--- config.mk ---
export PLATFORM = sky130hd
export DESIGN_NAME = movegen_sequencer
export DESIGN_NICKNAME = d
export VERILOG_FILES = /design/src/rtl/movegen_sequencer.sv
export SDC_FILE = /design/constraint.sdc
export NUM_CORES = 1
export LEC_CHECK = 0
export ABC_AREA = 1
export CORE_ASPECT_RATIO = 1.75
export CORE_MARGIN = 4
export CORE_UTILIZATION = 53
export CTS_BUF_LIST = sky130_fd_sc_hd__clkbuf_4
export CTS_CLUSTER_SIZE = 16
export DETAILED_ROUTE_END_ITERATION = 10
export PLACE_DENSITY_LB_ADDON = 0.15
export SYNTH_ARGS = -nofsm -noshare
export SYNTH_HDL_FRONTEND = slang
export SYNTH_SLANG_ARGS = --single-unit
--- constraint.sdc ---
create_clock -name clk -period 4.2 [get_ports clk]
set_input_delay 0.42 -clock clk [delete_from_list [all_inputs] [get_ports clk]]
set_output_delay 0.42 -clock clk [all_outputs]
set_load 0.005 [all_outputs]
--- src/rtl/movegen_sequencer.sv ---
// Move-generation sequencer: resets the square array, waits for it to settle,
// then drains every square FIFO in index order and streams the unpacked moves.
//
// state  | meaning
// IDLE   | waiting for start
// PULSE  | board_reset high for one cycle
// WAIT   | settle counter running, waiting for hold to clear or timeout
// SCAN   | testing sq_empty[ptr], one cycle per empty square
// READ   | sq_rden[ptr] high for one cycle
// LAT    | waiting for read data, then capturing the 8-slot entry
// UNPACK | emitting valid slots 7..0 on the mv stream
// FIN    | gen_done pulse
module movegen_sequencer #(
  parameter int NSQ        = 64,
  parameter int SETTLE_CYC = 16,
  parameter int MAXWAIT    = 255,
  parameter int RDLAT      = 1
) (
  input  logic                   clk,
  input  logic                   reset_n,
  input  logic                   start,
  input  logic                   abort,
  output logic                   board_reset,
  input  logic [NSQ-1:0]         sq_hold,
  input  logic [NSQ-1:0]         sq_empty,
  output logic [NSQ-1:0]         sq_rden,
  output logic [$clog2(NSQ)-1:0] sq_sel,
  input  logic [151:0]           sq_data,
  output logic [18:0]            mv_data,
  output logic                   mv_valid,
  input  logic                   mv_ready,
  output logic                   busy,
  output logic                   gen_done,
  output logic [9:0]             move_count,
  output logic                   err_timeout
);

  localparam int IW = $clog2(NSQ);
  localparam int WW = $clog2(MAXWAIT + 1);
  localparam int LW = (RDLAT > 1) ? $clog2(RDLAT) : 1;

  typedef enum logic [2:0] {
    S_IDLE, S_PULSE, S_WAIT, S_SCAN, S_READ, S_LAT, S_UNPACK, S_FIN
  } state_t;

  state_t          state;
  logic [IW-1:0]   ptr;
  logic [WW-1:0]   wait_cnt;
  logic [LW-1:0]   lat_cnt;
  logic [2:0]      slot_idx;
  logic [151:0]    slots;
  logic [18:0]     cur_slot;

  // ptr is a register, so the mux select is registered as well
  assign sq_sel = ptr;

  // slot currently being examined in UNPACK
  assign cur_slot = slots[19*slot_idx +: 19];

  // sequencer FSM with registered outputs
  always_ff @(posedge clk or negedge reset_n) begin
    if (!reset_n) begin
      state       <= S_IDLE;
      ptr         <= '0;
      wait_cnt    <= '0;
      lat_cnt     <= '0;
      slot_idx    <= '0;
      slots       <= '0;
      board_reset <= 1'b0;
      sq_rden     <= '0;
      mv_data     <= '0;
      mv_valid    <= 1'b0;
      busy        <= 1'b0;
      gen_done    <= 1'b0;
      move_count  <= '0;
      err_timeout <= 1'b0;
    end else if (abort) begin
      // FIFO contents are left as they are; the next board_reset clears them
      state       <= S_IDLE;
      board_reset <= 1'b0;
      sq_rden     <= '0;
      mv_valid    <= 1'b0;
      busy        <= 1'b0;
      gen_done    <= 1'b0;
    end else begin
      case (state)
        S_IDLE: begin
          if (start) begin
            state       <= S_PULSE;
            board_reset <= 1'b1;
            busy        <= 1'b1;
            move_count  <= '0;
            err_timeout <= 1'b0;
            ptr         <= '0;
          end
        end
        S_PULSE: begin
          board_reset <= 1'b0;
          wait_cnt    <= '0;
          state       <= S_WAIT;
        end
        S_WAIT: begin
          if (wait_cnt >= WW'(SETTLE_CYC) && !(|sq_hold)) begin
            state <= S_SCAN;
          end else if (wait_cnt == WW'(MAXWAIT)) begin
            err_timeout <= 1'b1;
            state       <= S_SCAN;
          end else begin
            wait_cnt <= wait_cnt + 1'b1;
          end
        end
        S_SCAN: begin
          if (!sq_empty[ptr]) begin
            sq_rden <= NSQ'(1) << ptr;
            state   <= S_READ;
          end else if (ptr == IW'(NSQ - 1)) begin
            gen_done <= 1'b1;
            state    <= S_FIN;
          end else begin
            ptr <= ptr + 1'b1;
          end
        end
        S_READ: begin
          sq_rden <= '0;
          lat_cnt <= '0;
          state   <= S_LAT;
        end
        S_LAT: begin
          if (lat_cnt == LW'(RDLAT - 1)) begin
            slots    <= sq_data;
            slot_idx <= 3'd7;
            state    <= S_UNPACK;
          end else begin
            lat_cnt <= lat_cnt + 1'b1;
          end
        end
        S_UNPACK: begin
          // a valid slot takes one cycle to present, then waits for the handshake
          if (mv_valid) begin
            if (mv_ready) begin
              mv_valid <= 1'b0;
              if (move_count != 10'h3FF) move_count <= move_count + 10'd1;
              if (slot_idx == 3'd0) state <= S_SCAN;
              else slot_idx <= slot_idx - 3'd1;
            end
          end else if (cur_slot[18]) begin
            if (slot_idx == 3'd0) state <= S_SCAN;
            else slot_idx <= slot_idx - 3'd1;
          end else begin
            mv_valid <= 1'b1;
            mv_data  <= cur_slot;
          end
        end
        S_FIN: begin
          gen_done <= 1'b0;
          busy     <= 1'b0;
          state    <= S_IDLE;
        end
        default: state <= S_IDLE;
      endcase
    end
  end

endmodule

Yosys cells after proc, flatten, opt, wreduce, memory -nomap -nowiden
Index checks and enable logic that the tools add are counted.
{ "word_totals": {"regBits": 270, "in_bits": 285, "wordCells": 143, "output_inout_bits": 104} }
{ "op_classes": {"n_bitwise": 4, "n_mul": 1, "muxes": 55, "magnitude_cmp": 2, "n_addsub": 5, "reduce_logical": 29, "shifts": 2, "eq_ne": 31} }
{ "ops": {"columns": ["op", "count"], "rows": [
  ["$shiftx 152x9->19", 1],
  ["$mux 64", 2],
  ["$pmux 64 s2", 1],
  ["$reduce_or 64->1", 1],
  ["$shl 1x6->64 const A", 1],
  ["$mux 3", 16],
  ["$mux 10", 4],
  ["$pmux 3 s8", 1],
  ["$ne 3x3->1 const B", 7],
  ["$ne 2x2->1 const B", 10],
  ["$pmux 10 s2", 1],
  ["$mux 6", 3],
  ["$mux 1", 16],
  ["$mux 8", 2],
  ["$ne 4x4->1 const B", 4],
  ["$pmux 8 s2", 1],
  ["$reduce_and 5->1", 3],
  ["$reduce_bool 2->1", 7],
  ["$eq 3x3->1 const B", 4],
  ["$pmux 6 s2", 1],
  ["$reduce_and 6->1", 2],
  ["$reduce_bool 3->1", 4],
  ["$add 10x1->10 const B", 1],
  ["$ne 10x10->1 const B", 1],
  ["21 further kinds", 35]
]} }

Longest topological paths before layout
Gate-level depths: netlist (run 1).
{ "logic_depth": {"word_depth": 6, "mapped_depth": 18, "ltp_nobuf": 15} }

Worst setup path before layout (run 1)
Ideal clock, no wire load.
{ "synth_path": {"path_kind": "reg-to-reg", "start": "register slot_idx[0]", "end": "register slot_idx[2]", "period_less_slack_ns": 1.959, "setup_slack_ns": 2.241, "path_buffers": 2, "required_ns": 4.078, "path_stages_with_launch": 13, "arrival_ns": 1.837, "setup_ns": 0.122, "cell_sequence": "dfrtp_1 > inv_1 > clkbuf_1 > clkbuf_1 > ha_1 > a21oi_1 > nand2_1 > nand2_1 > nand2_1 > nor2_1 > nand2_1 > xor2_1 > nand2_1"} }
{ "synth_between": {"elab_chain_len": 5, "elab_cells_between_ends": 11, "classes_between": "1 x add/sub; 1 x mul; 1 x eq/ne; 1 x shift; 5 x mux; 2 x reduce/logical"} }
{ "synth_rtl": {"columns": ["element", "line", "rtl"], "rows": [
  ["start: declaration", "50", "logic [2:0] slot_idx;"],
  ["start signal: assignment", "144", "else slot_idx <= slot_idx - 3'd1;"],
  ["start signal: assignment", "148", "else slot_idx <= slot_idx - 3'd1;"],
  ["branches (longest 5 deep; another with $mul 5x3->8)", null, null]
]} }
Parallel ways; which one is timed is not known. The select of a mux whose other input is x is not followed.
A chain may end at the register's enable or synchronous reset.

Final worst setup path (run 1)
{ "layout_path": {"start": "register ptr[1] (netlist: sq_sel[1])", "end": "register sq_rden[55]"} }
{ "layout_between": {"elab_chain_len": 4, "elab_cells_between_ends": 8, "classes_between": "1 x eq/ne; 1 x shift; 5 x mux; 1 x reduce/logical"} }
{ "layout_rtl": {"columns": ["element", "line", "rtl"], "rows": [
  ["start: declaration", "47", "logic [IW-1:0] ptr;"],
  ["start signal: assignment", "120", "ptr <= ptr + 1'b1;"],
  ["$bmux 1 s6 / $shl 1x6->64 (equally long branches)", "113, 114", null],
  ["$mux 1 (implied by the code) / $mux 64 (equally long branches)", "113", "if (!sq_empty[ptr]) begin"],
  ["$ne 3x3->1 (no source line) / $pmux 64 s2 (equally long branches)", null, null],
  ["$reduce_and 2->1 (no source line) / $mux 64 (equally long branches)", null, null],
  ["end signal: assignment", "114", "sq_rden <= NSQ'(1) << ptr;"],
  ["end: declaration", "26", "output logic [NSQ-1:0] sq_rden,"]
]} }
Parallel ways exist; a longest one is shown, timed or not. The select of a mux whose other input is x is not followed.

==> results of run 1 <==
metal layers:
metal / vias up / track usage [%]
li1: 5844 / -
met1: 5825 / 29.9
met2: 535 / 52.1
met3: 111 / 7.34
met4: 0 / 16.5
met5: - / 0
critical path, stage by stage, from the launching register on:
cell     delay [ns]
dfrtp_1        0.89
inv_4          0.24
nor2_1         0.17
o21ai_1        0.07
nand2_1        0.10
a21oi_1        0.07
nand2_1        0.13
nand3_2        0.12
nand3_4        0.12
nand2_2        0.19
inv_2          0.48
buf_12         0.27
nand2_1        0.08
o21ai_1        0.07
placed cells by master, fill, tap and decap left out, types with 11 or more instances in the layout:
master           count
o21ai_0            126
nor2_1             195
o21ai_1             21
nand2_1            344
nand3_1             90
a31oi_1             19
nand4_1             12
clkbuf_4            86
clkinv_1            13
inv_1              104
dfrtp_1            267
mux2_2             134
nor3_1              14
a21oi_1             51
o22ai_1             18
ha_1                11
buf_4               12
clkdlybuf4s50_1    386
state kept, by name (all words and copies together), names as in the netlist, 3 cells and up:
register,count
mv_data,18
wait_cnt,8
state,3
sq_rden,64
sq_sel,6
slots,152
slot_idx,3
move_count,10
stage by stage:
| step | std cells | instance area [um^2] |
|---|---|---|
| 2_1_floorplan | 1537 | 13400 |
| 3_3_place_gp | 2166 | 17400 |
| 3_5_place_dp | 2166 | 17400 |
| 4_1_cts | 2268 | 18100 |
| 5_1_grt | 2274 | 18100 |
| 6_report | 2275 | 18100 |
worst paths after layout:
path / slack [ns] / depth (start not counted) / end / start
worst max-delay path: 1.15 / 13 / sq_rden[55]$_DFFE_PN0P_ / sq_sel[1]$_DFFE_PN0P_
max in group asynchronous: 2.84 / 3 / board_reset$_DFFE_PN0P_ / reset_n
worst max register to register: 1.15 / 13 / sq_rden[55]$_DFFE_PN0P_ / sq_sel[1]$_DFFE_PN0P_
worst min register to register: 0.48 / 2 / sq_rden[14]$_DFFE_PN0P_ / sq_rden[14]$_DFFE_PN0P_
worst min-delay path: 0.30 / 3 / slots[35]$_DFFE_PN0P_ / sq_data[35]
min in group asynchronous: 0.36 / 2 / sq_rden[19]$_DFFE_PN0P_ / reset_n
power breakdown:
| part | leakage, nW | switching [W] | total (W) | internal (W) |
|---|---|---|---|---|
| registers | 3.55 | 0.000374 | 0.00360 | 0.00323 |
| clock network | 0.425 | 0.000983 | 0.00192 | 0.000933 |
| logic | 4.65 | 0.00173 | 0.00311 | 0.00138 |
| total | 8.62 | 0.00309 | 0.00863 | 0.00554 |
kinds of logic after synthesis:
logic type / synth area share, %
AOI/OAI and AO/OA: 9.59
adders and majority gates: 1.03
muxes: 11.3
DFF: 50.3
xor gates and xnor gates: 0.589
buffers and inverters: 6.39
and+or+nand+nor: 20.8
other: 0.0280
area by class of cell:
class / count / area share [%]
flip-flops and latches: 269 / 37.1
multi-input cells: 1074 / 32.1
repair buffers: 404 / 22.4
clock buffers: 86 / 3.56
inverters: 108 / 2.26
well taps: 312 / 2.15
clock inverters: 15 / 0.338
diodes: 7 / 0.0966
==> qor.txt, run 1 <==
run status: completed
Routed Wire Length: 41,200 um
Remaining DRCs: 0
Hold-fix buffers, CTS: 1
worst-skew pair later-pin latency: 0.71 ns
synth top area cells: dfrtp_1, mux2_2, nand2_1, nor2_1, o21ai_0
initial antenna violation count: 7
CTS tree: done
Final Hold Viols: 0
global-route wire length before repair: 63,500 um
startpoint types: flip-flop
post-synth top area cell: dfrtp_1
Routed wire per std cell: 18.1 um
Final Wtd Congestion: 0.901
Mapped Area: 13,400 um^2
CTS Buffer Depth: 3
Crit. End Element: flip-flop
slew margin rel.: 34.5%
Power Density: 476 nW/um^2
number of global-route vias before repair: 12,500
YS warnings: 0
syn nets: 1,833
DR pass1 iterations: 6
Post-synth top flop: dfrtp_1
Peak VDD IR: 0.348 mV
chip width: 128 um
Async SR Flop Fraction: 100%
Chip Height: 218 um
Layout Nets: 2,213
# fillers: 1,967
port bufs: 387
Setup Viol. Count Final: 0
Ports: 389
Detail Route met2 WL: 21,700 um
count leader, synth: nand2_1
setup ws final: 1.15 ns
Avg Cell Area, Syn: 8.71 um^2
Post-synth top cells: nand2_1, dfrtp_1, nor2_1
vias: 12,300
GRT overflow: 0
CTS resizes: 0
Initial Util: 54.1%
largest net degree at the start of global routing: 123
CP Class: reg2reg
measured slew at the worst slew-check pin: 0.983 ns
Num CTS Buffers: 60
# H-tree levels: 2
Num Clock Sinks: 269
Row Count: 76
M1 WL: 14,100 um
Synth top area share: 50.3%
clk root buf: clkbuf_4
Yosys reg bits: 269
pre-CTS WS: 1.13 ns
initial drt markers: 654
Slew Limit Fails: 0
Post-synth EDFFs: 0
Fin Hold WS: 0.296 ns
clk_skew: 0.0536 ns
met3 routed WL: 3340 um
max capacitance violation total: 0
Area Overhead vs Synth: 35.4%
WP data required: 4.84 ns
multi-input logic area: 5810 um^2
clock-pin slew on the worst setup and hold paths: 0.07 ns
Cells after Synth: 1,537
Seq/Total Area, Yosys: 50.3%
overall power: 0.00863 W
storage element area: 6730 um^2
Highest Signal Layer: met4
RSZ-0062 raised after global routing: false
Leak Pwr: 8.62 nW
Via density: 5.41
max frequency: 0.328 GHz
Final Util: 73.3%
Final HPWL DP: 30,600 um
CP arrival: 3.69 ns
fin crit period: 3.05 ns
CORE AREA: 24,700 um^2
die area: 28,000 um^2
Post-CTS Setup Inserts: 0
synth unique cells: 36
period utilization: 72.7%
antenna viol nets, final: 0
maximum fanout along the worst path: 38
share of layout cells above drive strength 1: 13.3%
worst hold path type: in2reg
gr usage total: 28.9%
TNS Setup: 0 ns
(Power assumes the default switching activity.)
==> inputs of run 2 (changes only) <==
Settings changed: CORE_UTILIZATION 53 to 50.
Clock period 4.2 ns to 3 ns, I/O delays scaled along.
==> run 2 against run 1 <==
Against the previous run:
- final cell count is 0.97% higher
- non-clock buffer count is 7 higher
- sequential share of layout area is 0.28 points lower
- routed wire length down 0.39%
- clock power up 47%
- fmax is 16% higher
- first-iteration DRC count up 12%
- critical path type unchanged
- register-to-register slack worse by 0.78 ns
- die area increased by 5.7%
- flip-flop and latch count did not move
==> qor.txt, run 2 (synthesis gave the netlist of run 1 again) <==
worst-skew pair later-pin latency: 0.73 ns
slew margin rel.: 47.8%
clk root buf: clkbuf_4
Crit. End Element: flip-flop
vias: 12,100
Slew Limit Fails: 0
DR pass1 iterations: 7
Regs by FF count: slots x152, sq_rden x64, mv_data x18
run status: completed
Routed Wire Length: 41,100 um
CP Class: reg2reg
CORE AREA: 26,500 um^2
CTS Buffer Depth: 3
antenna viol nets, final: 0
clk_skew: 0.0332 ns
chip width: 132 um
most frequent cells in the layout: clkdlybuf4s50_1, nand2_1, dfrtp_1
Peak VDD IR: 0.498 mV
Layout Nets: 2,221
initial drt markers: 733
gr usage total: 27.1%
period utilization: 87.6%
max capacitance violation total: 0
maximum fanout along the worst path: 40
global-route wire length before repair: 64,100 um
crit-path leading delay family: simple AND/OR/NAND/NOR gates
RSZ-0062 raised after global routing: false
fin area: 18,300 um^2
fin crit period: 2.63 ns
Num Clock Sinks: 269
CTS tree: done
Final HPWL DP: 30,300 um
port bufs: 387
CP Buf/Inv Count: 4
Leak Pwr: 8.71 nW
commonest non-fill, non-tap cell in the layout: clkdlybuf4s50_1
Num CTS Buffers: 61
Row Count: 79
Setup Viol. Count Final: 0
Area Overhead vs Synth: 36.5%
CP arrival: 3.27 ns
top register by number of flip-flops: slots
Power Density: 672 nW/um^2
max reg flops: 152
worst hold path type: in2reg
clock-pin slew on the worst setup and hold paths: 0.07 ns
largest net degree at the start of global routing: 142
overall power: 0.0123 W
Initial Util: 50.5%
die area: 29,600 um^2
WP data required: 3.64 ns
Critical Path Max Stage Delay: 0.60 ns
# H-tree levels: 2
TNS Setup: 0 ns
Final Wtd Congestion: 0.875
initial antenna violation count: 3
Via density: 5.28
placed cell area: 17,500 um^2
share of layout cells above drive strength 1: 14.1%
startpoint types: flip-flop
measured slew at the worst slew-check pin: 0.783 ns
Chip Height: 224 um
GRT overflow: 0
setup ws final: 0.371 ns
max frequency: 0.380 GHz
Remaining DRCs: 0
Ports: 389
Final Hold Viols: 0
slowest cell on the critical path: dfrtp_1
pre-CTS WS: 0.237 ns
CP cell instances: inv_1 > nor2_1 > inv_1 > a21oi_1 > nor2_1 > nand2_1 > nand3_2 > nand3_4 > nand2_2 > inv_2 > buf_4 > nand2_1 > o21ai_1
Routed wire per std cell: 17.9 um
number of global-route vias before repair: 12,300
[run 2: timing repair]
action                                  4_1_cts  5_1_grt
hold buffers                                  1        0
setup buffers                                 0        0
hold endpoints to repair                     69        0
resized for setup                             0        1
endpoints found under the setup margin        0       28
[run 2: per-layer routing]
metal	vias to the layer above	global-route usage [%]	wire length, um
met3	93	7.45	3000
met1	5729	28.2	14500
li1	5877	-	-
met5	-	0	0
met4	0	11.5	1570
met2	434	50.9	22000
[run 2: layout make-up]
cell class,instances,area [um^2]
Timing Repair Buffer,411,4140
Clock inverter,13,55.1
Multi-Input combinational cell,1074,5810
Fill cell,2144,8210
Sequential cell,269,6740
Tap cell,324,405
Clock buffer,95,713
Inverter,108,410
Antenna cell,3,7.51
[run 2: per-stage QoR]
step	cells	util (%)	hold WS, ns
after floorplan	1537	-	0.00441
after global placement	2185	66.0	0.301
after detailed placement	2185	66.0	0.296
after CTS	2294	69.0	0.0991
after global routing	2297	69.0	0.129
final	2297	69.0	0.171
[run 2: worst paths after layout]
kind	start	to	slack, ns	depth (start not counted)
worst max-delay path	sq_sel[2]$_DFFE_PN0P_	sq_rden[54]$_DFFE_PN0P_	0.37	13
worst min-delay path	sq_data[21]	slots[21]$_DFFE_PN0P_	0.17	3
worst max register to register	sq_sel[2]$_DFFE_PN0P_	sq_rden[54]$_DFFE_PN0P_	0.37	13
worst min register to register	sq_rden[48]$_DFFE_PN0P_	sq_rden[48]$_DFFE_PN0P_	0.48	2
max in group asynchronous	reset_n	mv_data[17]$_DFFE_PN0P_	1.90	3
min in group asynchronous	reset_n	move_count[2]$_DFFE_PN0P_	0.18	2
[run 2: where the power goes]
part           internal, W  switching [W]
Combinational      0.00198        0.00241
Sequential         0.00452       0.000543
Clock              0.00143        0.00140
Total              0.00794        0.00435
[run 2: worst min-delay path: stages]
cell and delay, ns:
clkdlybuf4s50_1 0.40, nor2_1 0.11, a21oi_1 0.05
==> inputs of run 3 (changes only) <==
Settings changed: CORE_ASPECT_RATIO 1.75 to 0.7.
==> run 3 against run 2 <==
Against the previous run:
- fmax grew 7.6%
- critical path depth is 1 higher
- largest cell class unchanged
- highest routed layer is now met5
- flip-flop and latch count did not move
- largest power group unchanged
==> qor.txt, run 3 (synthesis gave the netlist of run 1 again) <==
run status: completed
chip width: 204 um
largest net degree at the start of global routing: 79
Power Density: 683 nW/um^2
Slew Limit Fails: 0
storage element area: 6730 um^2
Crit. End Element: flip-flop
Final Wtd Congestion: 0.889
Critical Path Max Stage Delay: 0.51 ns
slowest cell on the critical path: dfrtp_1
multi-input logic area: 5810 um^2
fin crit period: 2.44 ns
Area Overhead vs Synth: 37.9%
share of layout cells above drive strength 1: 14.6%
TNS Setup: 0 ns
max reg flops: 152
CORE AREA: 26,000 um^2
Final HPWL DP: 30,100 um
most frequent cells in the layout: clkdlybuf4s50_1, nand2_1, dfrtp_1
maximum fanout along the worst path: 69
initial drt markers: 861
Chip Height: 145 um
Final Hold Viols: 0
max frequency: 0.409 GHz
worst hold path type: in2async
Via density: 5.29
Initial Util: 51.5%
fin area: 18,500 um^2
CP Class: reg2reg
Setup Viol. Count Final: 0
top register by number of flip-flops: slots
Num CTS Buffers: 69
Post-CTS Setup Inserts: 0
commonest non-fill, non-tap cell in the layout: clkdlybuf4s50_1
Reg2Reg Setup Slack: 0.56 ns
gr usage total: 27.2%
# fillers: 2,081
antenna viol nets, final: 0
Peak VDD IR: 0.410 mV
placed cell area: 17,600 um^2
worst-skew pair later-pin latency: 0.68 ns
Remaining DRCs: 0
clk root buf: clkbuf_4
Regs by FF count: slots x152, sq_rden x64, mv_data x18
measured slew at the worst slew-check pin: 0.629 ns
Ports: 389
CTS Buffer Depth: 3
CTS tree: done
CP Buf/Inv Count: 3
WP data required: 3.59 ns
CP cell instances: inv_4 > nand3_1 > nand2_1 > nand2_1 > nand2_1 > nor2_1 > nand2_1 > nand3_2 > nand3_4 > nand2_2 > inv_2 > buf_12 > nand2_1 > o21ai_1
slew margin rel.: 58.1%
clock-pin slew on the worst setup and hold paths: 0.07 ns
period utilization: 81.4%
Row Count: 49
initial antenna violation count: 5
Most common cell on crit path: nand2_1
Leak Pwr: 8.80 nW
clk_skew: 0.0412 ns
crit-path leading delay family: simple AND/OR/NAND/NOR gates
global-route wire length before repair: 63,400 um
Routed Wire Length: 40,900 um
GRT overflow: 0
Routed wire per std cell: 17.5 um
number of global-route vias before repair: 11,900
RSZ-0062 raised after global routing: false
port bufs: 387
die area: 29,500 um^2
# H-tree levels: 3
Num Clock Sinks: 269
DR pass1 iterations: 5
Layout Nets: 2,237
vias: 12,400
max capacitance violation total: 0
CP arrival: 3.03 ns
startpoint types: flip-flop
==> run 3: changes by cell type in the layout (fill, tap and decap cells not counted), sizes merged <==
cell    change
inv         +1
clkinv      -7
clkbuf      +1
buf         +8
bufinv      +2
==> run 3: through the flow <==
stage / util [%] / hold slack, ns / setup slack [ns] / instances / power (W)
finish: 71.0 / 0.197 / 0.557 / 2335 / 0.0126
detailed placement: 67.8 / 0.332 / 0.571 / 2226 / 0.00955
floorplan: - / 0.00441 / 1.04 / 1537 / 0.00771
global placement: 67.8 / 0.334 / 0.587 / 2226 / 0.00941
global route: 71.0 / 0.178 / 0.274 / 2335 / 0.0135
CTS: 71.0 / 0.179 / 0.602 / 2332 / 0.0127
==> run 3: final cells by class <==
class,instances,area share [%]
Inverter,108,2.22
Clock buffer,96,3.91
Multi-Input combinational cell,1074,31.5
Clock inverter,9,0.481
Antenna cell,3,0.0407
Tap cell,357,2.42
Sequential cell,269,36.5
Timing Repair Buffer,419,22.9
==> run 3: routing by layer <==
layer | part of all wire, % | global-route usage, % | wire, um | vias to the layer above
met3 | 8.2 | 6.37 | 3340 | 48
met5 | 0.066 | 0 | 27 | -
met4 | 1.8 | 7.48 | 741 | 4
li1 | - | - | - | 5900
met1 | 45 | 40.3 | 18600 | 5878
met2 | 45 | 40.3 | 18200 | 531
==> run 3: where the power goes <==
group / switching, W / internal, W / total [W]
Clock: 0.00143 / 0.00163 / 0.00306
Combinational: 0.00257 / 0.00197 / 0.00454
Sequential: 0.000478 / 0.00452 / 0.00500
Total: 0.00449 / 0.00812 / 0.0126
==> run 3: final timing paths <==
path / startpoint / endpoint / depth (start not counted)
max: sq_sel[1]$_DFFE_PN0P_ / sq_rden[53]$_DFFE_PN0P_ / 14
min reg2reg: sq_rden[17]$_DFFE_PN0P_ / sq_rden[17]$_DFFE_PN0P_ / 2
max reg2reg: sq_sel[1]$_DFFE_PN0P_ / sq_rden[53]$_DFFE_PN0P_ / 14
min in group clk: sq_data[28] / slots[28]$_DFFE_PN0P_ / 3
max in group asynchronous: reset_n / slots[91]$_DFFE_PN0P_ / 3
min: reset_n / sq_rden[24]$_DFFE_PN0P_ / 2
==> run 3: what timing repair did <==
action / 4_1_cts / 5_1_grt
resized for setup: 0 / 0
setup endpoints to repair: 0 / 0
hold buffers: 1 / 0
endpoints found under the hold margin: 75 / 0
